<file path="src/rtl/snd_dma_addr.sv">
// snd_dma_addr: STE sound DMA frame start/end registers and word address counter.
// With SHADOW=1, CPU start/end writes are staged and become active at each frame (re)start.
module snd_dma_addr #(
    parameter bit SHADOW = 1'b1
) (
    input  logic        clk32,
    input  logic        porb,
    input  logic        reg_we,
    input  logic [4:0]  reg_addr,
    input  logic [7:0]  reg_din,
    output logic [7:0]  reg_dout,
    input  logic        inc_en,
    output logic [21:1] snd,
    output logic [21:1] sft,
    output logic        sndon,
    output logic        sfrep,
    output logic        frame_start,
    output logic        frame_done
);
    logic [21:1] start_q, end_q, act_q, start_w, end_w;
    logic wc, go, hit, rel;

    function automatic logic [21:1] put(input logic [21:1] v, input logic [4:0] a,
                                        input logic [4:0] base, input logic [7:0] d);
        put = v;
        if (a == base) put[21:16] = d[5:0];
        if (a == base + 5'd1) put[15:8] = d;
        if (a == base + 5'd2) put[7:1] = d[7:1];
    endfunction

    // start_w/end_w already hold a same-cycle CPU byte, so a reload picks it up
    always_comb begin
        start_w = reg_we ? put(start_q, reg_addr, 5'd1, reg_din) : start_q;
        end_w   = reg_we ? put(end_q, reg_addr, 5'd7, reg_din) : end_q;
        wc      = reg_we && reg_addr == 5'd0;
        go      = wc && reg_din[0] && !sndon;
        hit     = inc_en && sndon && snd == sft;
        rel     = go || (hit && sfrep);
    end

    assign sft = act_q;

    always_ff @(posedge clk32 or negedge porb)
        if (!porb) begin
            start_q     <= '0;
            end_q       <= '0;
            act_q       <= '0;
            snd         <= '0;
            sndon       <= 1'b0;
            sfrep       <= 1'b0;
            frame_start <= 1'b0;
            frame_done  <= 1'b0;
        end else begin
            start_q     <= start_w;
            end_q       <= end_w;
            act_q       <= (rel || !SHADOW) ? end_w : act_q;
            snd         <= rel ? start_w : (inc_en && sndon && !hit) ? snd + 21'd1 : snd;
            sndon       <= wc ? reg_din[0] : sndon && !(hit && !sfrep);
            sfrep       <= wc ? reg_din[1] : sfrep;
            frame_start <= rel;
            frame_done  <= hit;
        end

    always_comb begin
        case (reg_addr)
            5'd0:    reg_dout = {6'b0, sfrep, sndon};
            5'd1:    reg_dout = {2'b0, start_q[21:16]};
            5'd2:    reg_dout = start_q[15:8];
            5'd3:    reg_dout = {start_q[7:1], 1'b0};
            5'd4:    reg_dout = {2'b0, snd[21:16]};
            5'd5:    reg_dout = snd[15:8];
            5'd6:    reg_dout = {snd[7:1], 1'b0};
            5'd7:    reg_dout = {2'b0, end_q[21:16]};
            5'd8:    reg_dout = end_q[15:8];
            5'd9:    reg_dout = {end_q[7:1], 1'b0};
            default: reg_dout = 8'h00;
        endcase
    end
endmodule

</file>
<file path="config.mk">
export PLATFORM = sky130hd
export DESIGN_NAME = snd_dma_addr
export DESIGN_NICKNAME = d
export VERILOG_FILES = /design/src/rtl/snd_dma_addr.sv
export SDC_FILE = /design/constraint.sdc
export NUM_CORES = 1
export LEC_CHECK = 0
export CAP_MARGIN = 20
export CORE_ASPECT_RATIO = 1.25
export CORE_MARGIN = 1.5
export CORE_UTILIZATION = 50
export DETAILED_ROUTE_END_ITERATION = 16
export MAX_ROUTING_LAYER = met4
export PLACE_DENSITY = 0.81
export SLEW_MARGIN = 20
export SYNTH_ARGS = -nofsm -noshare
export SYNTH_HDL_FRONTEND = slang
export SYNTH_SLANG_ARGS = --single-unit
</file>
<file path="constraint.sdc">
create_clock -name clk32 -period 2.5 [get_ports clk32]
set_input_delay 0.25 -clock clk32 [delete_from_list [all_inputs] [get_ports clk32]]
set_output_delay 0.25 -clock clk32 [all_outputs]
set_load 0.01 [all_outputs]
</file>
Yosys cells after proc, flatten, opt, wreduce, memory -nomap -nowiden --
Cells that the tools add are included.
Operators by class: reduce and logical (&&, ||, !) cells 16, add/sub/neg operators 1, equality and inequality tests 10, mux-type cells 12
Operators by type and width (count):
- $mux 21 | 4
- $pmux 8 s10 | 1
- $add 21x1->21 const B | 1
- $eq 21x21->1 | 1
- $eq 5x3->1 const B | 4
- $mux 8 | 2
- $mux 7 | 2
- $mux 6 | 2
- $eq 5x2->1 const B | 2
- $eq 5x4->1 const B | 2
- $logic_and 1x1->1 | 9
- $eq 5x1->1 const B | 1
- $logic_not 5->1 | 1
- $logic_not 1->1 | 4
- $reduce_bool 2->1 | 1
- $logic_or 1x1->1 | 1
- $mux 1 | 1
Word-level totals: input bits 17, logic and storage cells 47, bits in registers 88, output and inout bits 54

Logic depth before layout (Yosys ltp) --
word-level depth 6, gate-level depth with buffers 9

Worst setup path before layout --
Ideal clock, no wire load.
path type register to register, start reg snd[11] (netlist bit), end reg act_q (netlist bit sft[10]), slack 0.178 ns, stages on the path, launching flop included 10, arrival time 2.197 ns, required time 2.375 ns, path through dfrtp_1 buf_2 xor2_1 nor4_1 nand2_1 nor4_1 nor2_1 inv_1 buf_2 mux2_2
Between the ends: cells in the longest elaborated chain, start to end 4
RTL lines:
- start, declared | RTL line 13 | output logic [21:1] snd,
- start signal, assigned | RTL line 57 | snd <= rel ? start_w : (inc_en && sndon && !hit) ? snd + 21'd1 : snd;
- $eq 21x21->1 | RTL line 37 | hit = inc_en && sndon && snd == sft;
- $logic_and 1x1->1 | RTL line 37
- $logic_and 1x1->1 | RTL line 38 | rel = go || (hit && sfrep);
- $logic_or 1x1->1 | RTL line 38
- end signal, assigned | RTL line 56 | act_q <= (rel || !SHADOW) ? end_w : act_q;
- end, declared | RTL line 20 | logic [21:1] start_q, end_q, act_q, start_w, end_w;
Every way passes these cells. A chain may end at the register's enable or synchronous reset.

Final worst setup path --
start in reg_addr[4], end out reg_dout[4]
Between the ends: cells in the longest elaborated chain, start to end 2, elaborated cells between the ends (all ways) 11, those cells by class 9 x eq/ne; 1 x mux; 1 x reduce/logical
RTL lines:
- start, declared | RTL line 9 | input logic [4:0] reg_addr,
- $eq 5x4->1, or another cell as far along | RTL line 65 | case (reg_addr)
- $pmux 8 s10 (*) | RTL line 65
- end, declared | RTL line 11 | output logic [7:0] reg_dout,
Mark *: on every way between the ends. The rest lies on a longest branch, timed or not.

==> run_results.csv <==
group,metric,value,unit
timing,drv_slew,0,
synthesis,syn_area,0.00461,mm^2
clocking,clock-sinks,88,
power_and_ir_drop,sequentialPowerShare,38.0,%
clocking,cts_tree,"done",
worst_setup_path,cp.arrival,2.20,ns
floorplanning,die_area,0.00982,mm^2
synthesis,ys.flop_type,"dfrtp_1",
global_route,grt_first_pass_wirelength,22.8,mm
synthesis,ys_ff_latch,88,
timing,finalCriticalPeriod,2.45,ns
worst_setup_path,critPathBufInv,5,
worst_setup_path,cp_slowest_cell,"clkdlybuf4s50_1",
final_layout,final_core_util,69.8,%
placed_design,portBuffers,70,
synthesis,syn_nets,436,
floorplanning,top_level_ports,71,
worst_setup_path,critPathRequiredTime,2.25,ns
flow_run,max-cap-violations,0,
floorplanning,fp.dieH,110,um
power_and_ir_drop,clockPowerShare,25.1,%
floorplanning,core_area,0.00908,mm^2
final_layout,final_cells,683,
power_and_ir_drop,pwr-share-comb,36.9,%
power_and_ir_drop,powerDensity,816,mW/mm^2
detailed_routing,wl_per_cell,22.7,um
timing,period_share,98.2,%
worst_setup_path,cp_top_family,"buffers and inverters",
power_and_ir_drop,p_leak,2.93,nW
detailed_routing,drcViolationCount,0,
placed_design,dpl.hpwl,11.4,mm
timing,fin_skew,0.00987,ns
worst_setup_path,cpPeakStageDelay,0.52,ns
synthesis,syn-instance-count,418,
clocking,clockBufferDepth,2,
synthesis,ys_warn_count,0,
clocking,ctsHtreeMaxLevel,3,
final_layout,drive_gt1_share,31.1,%
worst_setup_path,cpMostUsedCell,"buf_4",
worst_setup_path,cp-start-kind,"primary input",
power_and_ir_drop,internal_power,3.39,mW
worst_setup_path,path_max_fanout,6,
placed_design,gp_congestion,0.982,
global_route,grt_pass1_vias,4059,
power_and_ir_drop,ir_drop,0.000672,V
clocking,worstSkewPairLatency,0.35,ns
timing,max_freq,407,MHz
worst_setup_path,path_cells,"clkdlybuf4s50_1 -> buf_6 -> nand3b_1 -> buf_4 -> nor3_4 -> buf_4 -> a22oi_1 -> nand3_1 -> a221o_1 -> dlygate4sd2_1",
global_route,grt_max_degree,43,
worst_setup_path,critPathKind,"primary input to primary output",
detailed_routing,vias,4168,
synthesis,avgSynthCellArea,11.0,um^2
timing,slew_headroom,60.9,%
power_and_ir_drop,switching_share,34.5,%
floorplanning,die_w,88.9,um
power_and_ir_drop,p_switching,1.78,mW
synthesis,synth-edff-count,0,
detailed_routing,detail-route-antenna-nets,0,
synthesis,yosysSeqAreaShare,47.7,%
global_route,grt_overflow,0,
clocking,clk_pin_slew,0.07,ns
detailed_routing,route.final.wire_length,15.5,mm
final_layout,n_antenna_cell,0,
final_layout,layout.nets,573,
detailed_routing,via_per_inst,6.10,
worst_setup_path,cp-end-kind,"primary output",
detailed_routing,drtIter0Drc,351,
hold_path,hold_path.class,"primary input to async pin",
timing,final-hold-violation-count,0,
global_route,grtUsageTotal,33.7,%
synthesis,synth_cell_types,51,
synthesis,ys_async_sr_fraction,100,%
floorplanning,num_rows,39,
timing,worst_pin_slew,0.587,ns
clocking,cts_buffers,9,
timing,setup_viol,0,
global_route,grt_antenna_before_repair,0,
clocking,cts_root_buf,"clkbuf_16",
floorplanning,initial_utilization,50.8,%
placed_design,dp_cells,661,
detailed_routing,drtPass1Iterations,5,
final_layout,syn_to_final_growth,37.3,%
run_status,status,"complete, no violations",
[cell usage in the layout (no fill, tap or decap), types with 5 or more instances in the layout]
| master | instances |
|---|---|
| a21boi_0 | 5 |
| a221o_1 | 10 |
| a22oi_1 | 20 |
| and2_1 | 9 |
| and3_1 | 5 |
| buf_4 | 71 |
| clkbuf_16 | 10 |
| clkdlybuf4s50_1 | 60 |
| dfrtp_1 | 88 |
| dlygate4sd2_1 | 9 |
| inv_1 | 7 |
| mux2_2 | 57 |
| nand2_1 | 32 |
| nand3_1 | 20 |
| nand4_1 | 10 |
| nor2_1 | 14 |
| nor3_1 | 6 |
| nor4_1 | 6 |
| o21ai_0 | 16 |
| or2_2 | 5 |
| xor2_1 | 19 |
[timing repair]
action                                 4_1_cts  5_1_grt
gates resized for setup                     15        7
setup endpoints to repair                   29       26
setup buffers                                1        3
cloned                                       0        1
hold buffers                                 1        0
pin swaps                                    0        2
endpoints found under the hold margin       39        0
[cell families after synthesis]
family | synth area share [%]
xor+xnor | 4.37
simple gates | 16.1
fa+ha+maj | 0.271
mux | 15.1
compound gates | 13.5
flops | 47.7
buf+inv | 3.01
[worst register-to-register path, delay by kind of cell, from the launching register on]
family / cells / cell delay (ns)
XOR/XNOR: 1 / 0.18
buffers and inverters: 3 / 0.54
flip-flops: 1 / 0.41
multiplexers: 1 / 0.34
AND/OR/NAND/NOR: 4 / 0.83
[Yosys cell counts, types with 4 or more instances]
library cell | count | area share [%]
nor4_1 | 9 | 1.2
xnor2_1 | 4 | 0.76
xor2_1 | 19 | 3.6
a21oi_1 | 4 | 0.43
clkbuf_1 | 12 | 0.98
buf_2 | 6 | 0.65
o211ai_1 | 4 | 0.65
and2_1 | 9 | 1.2
dfrtp_1 | 88 | 48
nand4_1 | 10 | 1.4
a22oi_1 | 20 | 3.3
o21ai_0 | 16 | 1.7
nand3b_1 | 4 | 0.65
and3_1 | 5 | 0.68
nor3_1 | 7 | 0.76
nand3_1 | 20 | 2.2
a21boi_0 | 5 | 0.81
a221o_1 | 10 | 2.2
or2_2 | 5 | 0.68
nand2_1 | 32 | 2.6
inv_1 | 8 | 0.65
nor2_1 | 15 | 1.2
mux2_2 | 57 | 14
[routing by layer]
metal	part of all wire (%)	vias up	global-route usage [%]	wire, um
met3	5.3	48	5.81	825
met1	41	2089	41.6	6310
li1	-	1845	-	-
met4	4.8	0	17.4	739
met5	0	-	-	0
met2	49	186	53.0	7660
[flip-flops by register name, indices dropped and copies added, names as in the netlist]
name and flops:
end_q 21, frame_done 1, frame_start 1, sfrep 1, sft 21, snd 21, sndon 1, start_q 21
[final cells by class]
type	instances	area, um^2
Timing Repair Buffer	147	1330
Fill cell	723	2740
Tap cell	123	154
Clock inverter	4	28.8
Sequential cell	88	2200
Clock buffer	12	256
Multi-Input combinational cell	301	2330
Inverter	8	30.0
[path summary, 6_finish.rpt]
kind,start,endpoint,cells past startpoint,slack (ns)
max in group asynchronous,porb,snd[14],3,1.31
worst min-delay path,porb,frame_start,2,0.43
worst max register to register,snd[11],sft[11],9,0.09
worst max-delay path,reg_addr[4],reg_dout[4],10,0.05
min in group clk32,end_q[6],end_q[6],1,0.52
worst min register to register,end_q[6],end_q[6],1,0.52
[metrics by stage]
| stage | total power [mW] | hold slack [ns] | worst slack, ns | instance area, um^2 | TNS (ns) |
|---|---|---|---|---|---|
| CTS | 5.12 | 0.451 | 0.0335 | 6250 | 0 |
| floorplan | 2.83 | -0.0456 | 0.178 | 4610 | 0 |
| detailed placement | 3.82 | 0.274 | -0.206 | 5930 | -5.95 |
| global placement | 3.78 | 0.264 | -0.198 | 5930 | -5.04 |
| finish | 5.17 | 0.426 | 0.0455 | 6340 | 0 |
| global route | 5.39 | 0.484 | -0.0164 | 6340 | -0.0164 |
[power groups by stage]
stage | logic [mW] | registers, mW | clock network, mW
2_1_floorplan | 0.790 | 2.04 | 0
3_3_place_gp | 1.81 | 1.97 | 0
3_5_place_dp | 1.84 | 1.98 | 0
4_1_cts | 1.86 | 1.96 | 1.31
5_1_grt | 2.03 | 1.99 | 1.37
6_report | 1.91 | 1.96 | 1.30
(Power assumes the default switching activity.)
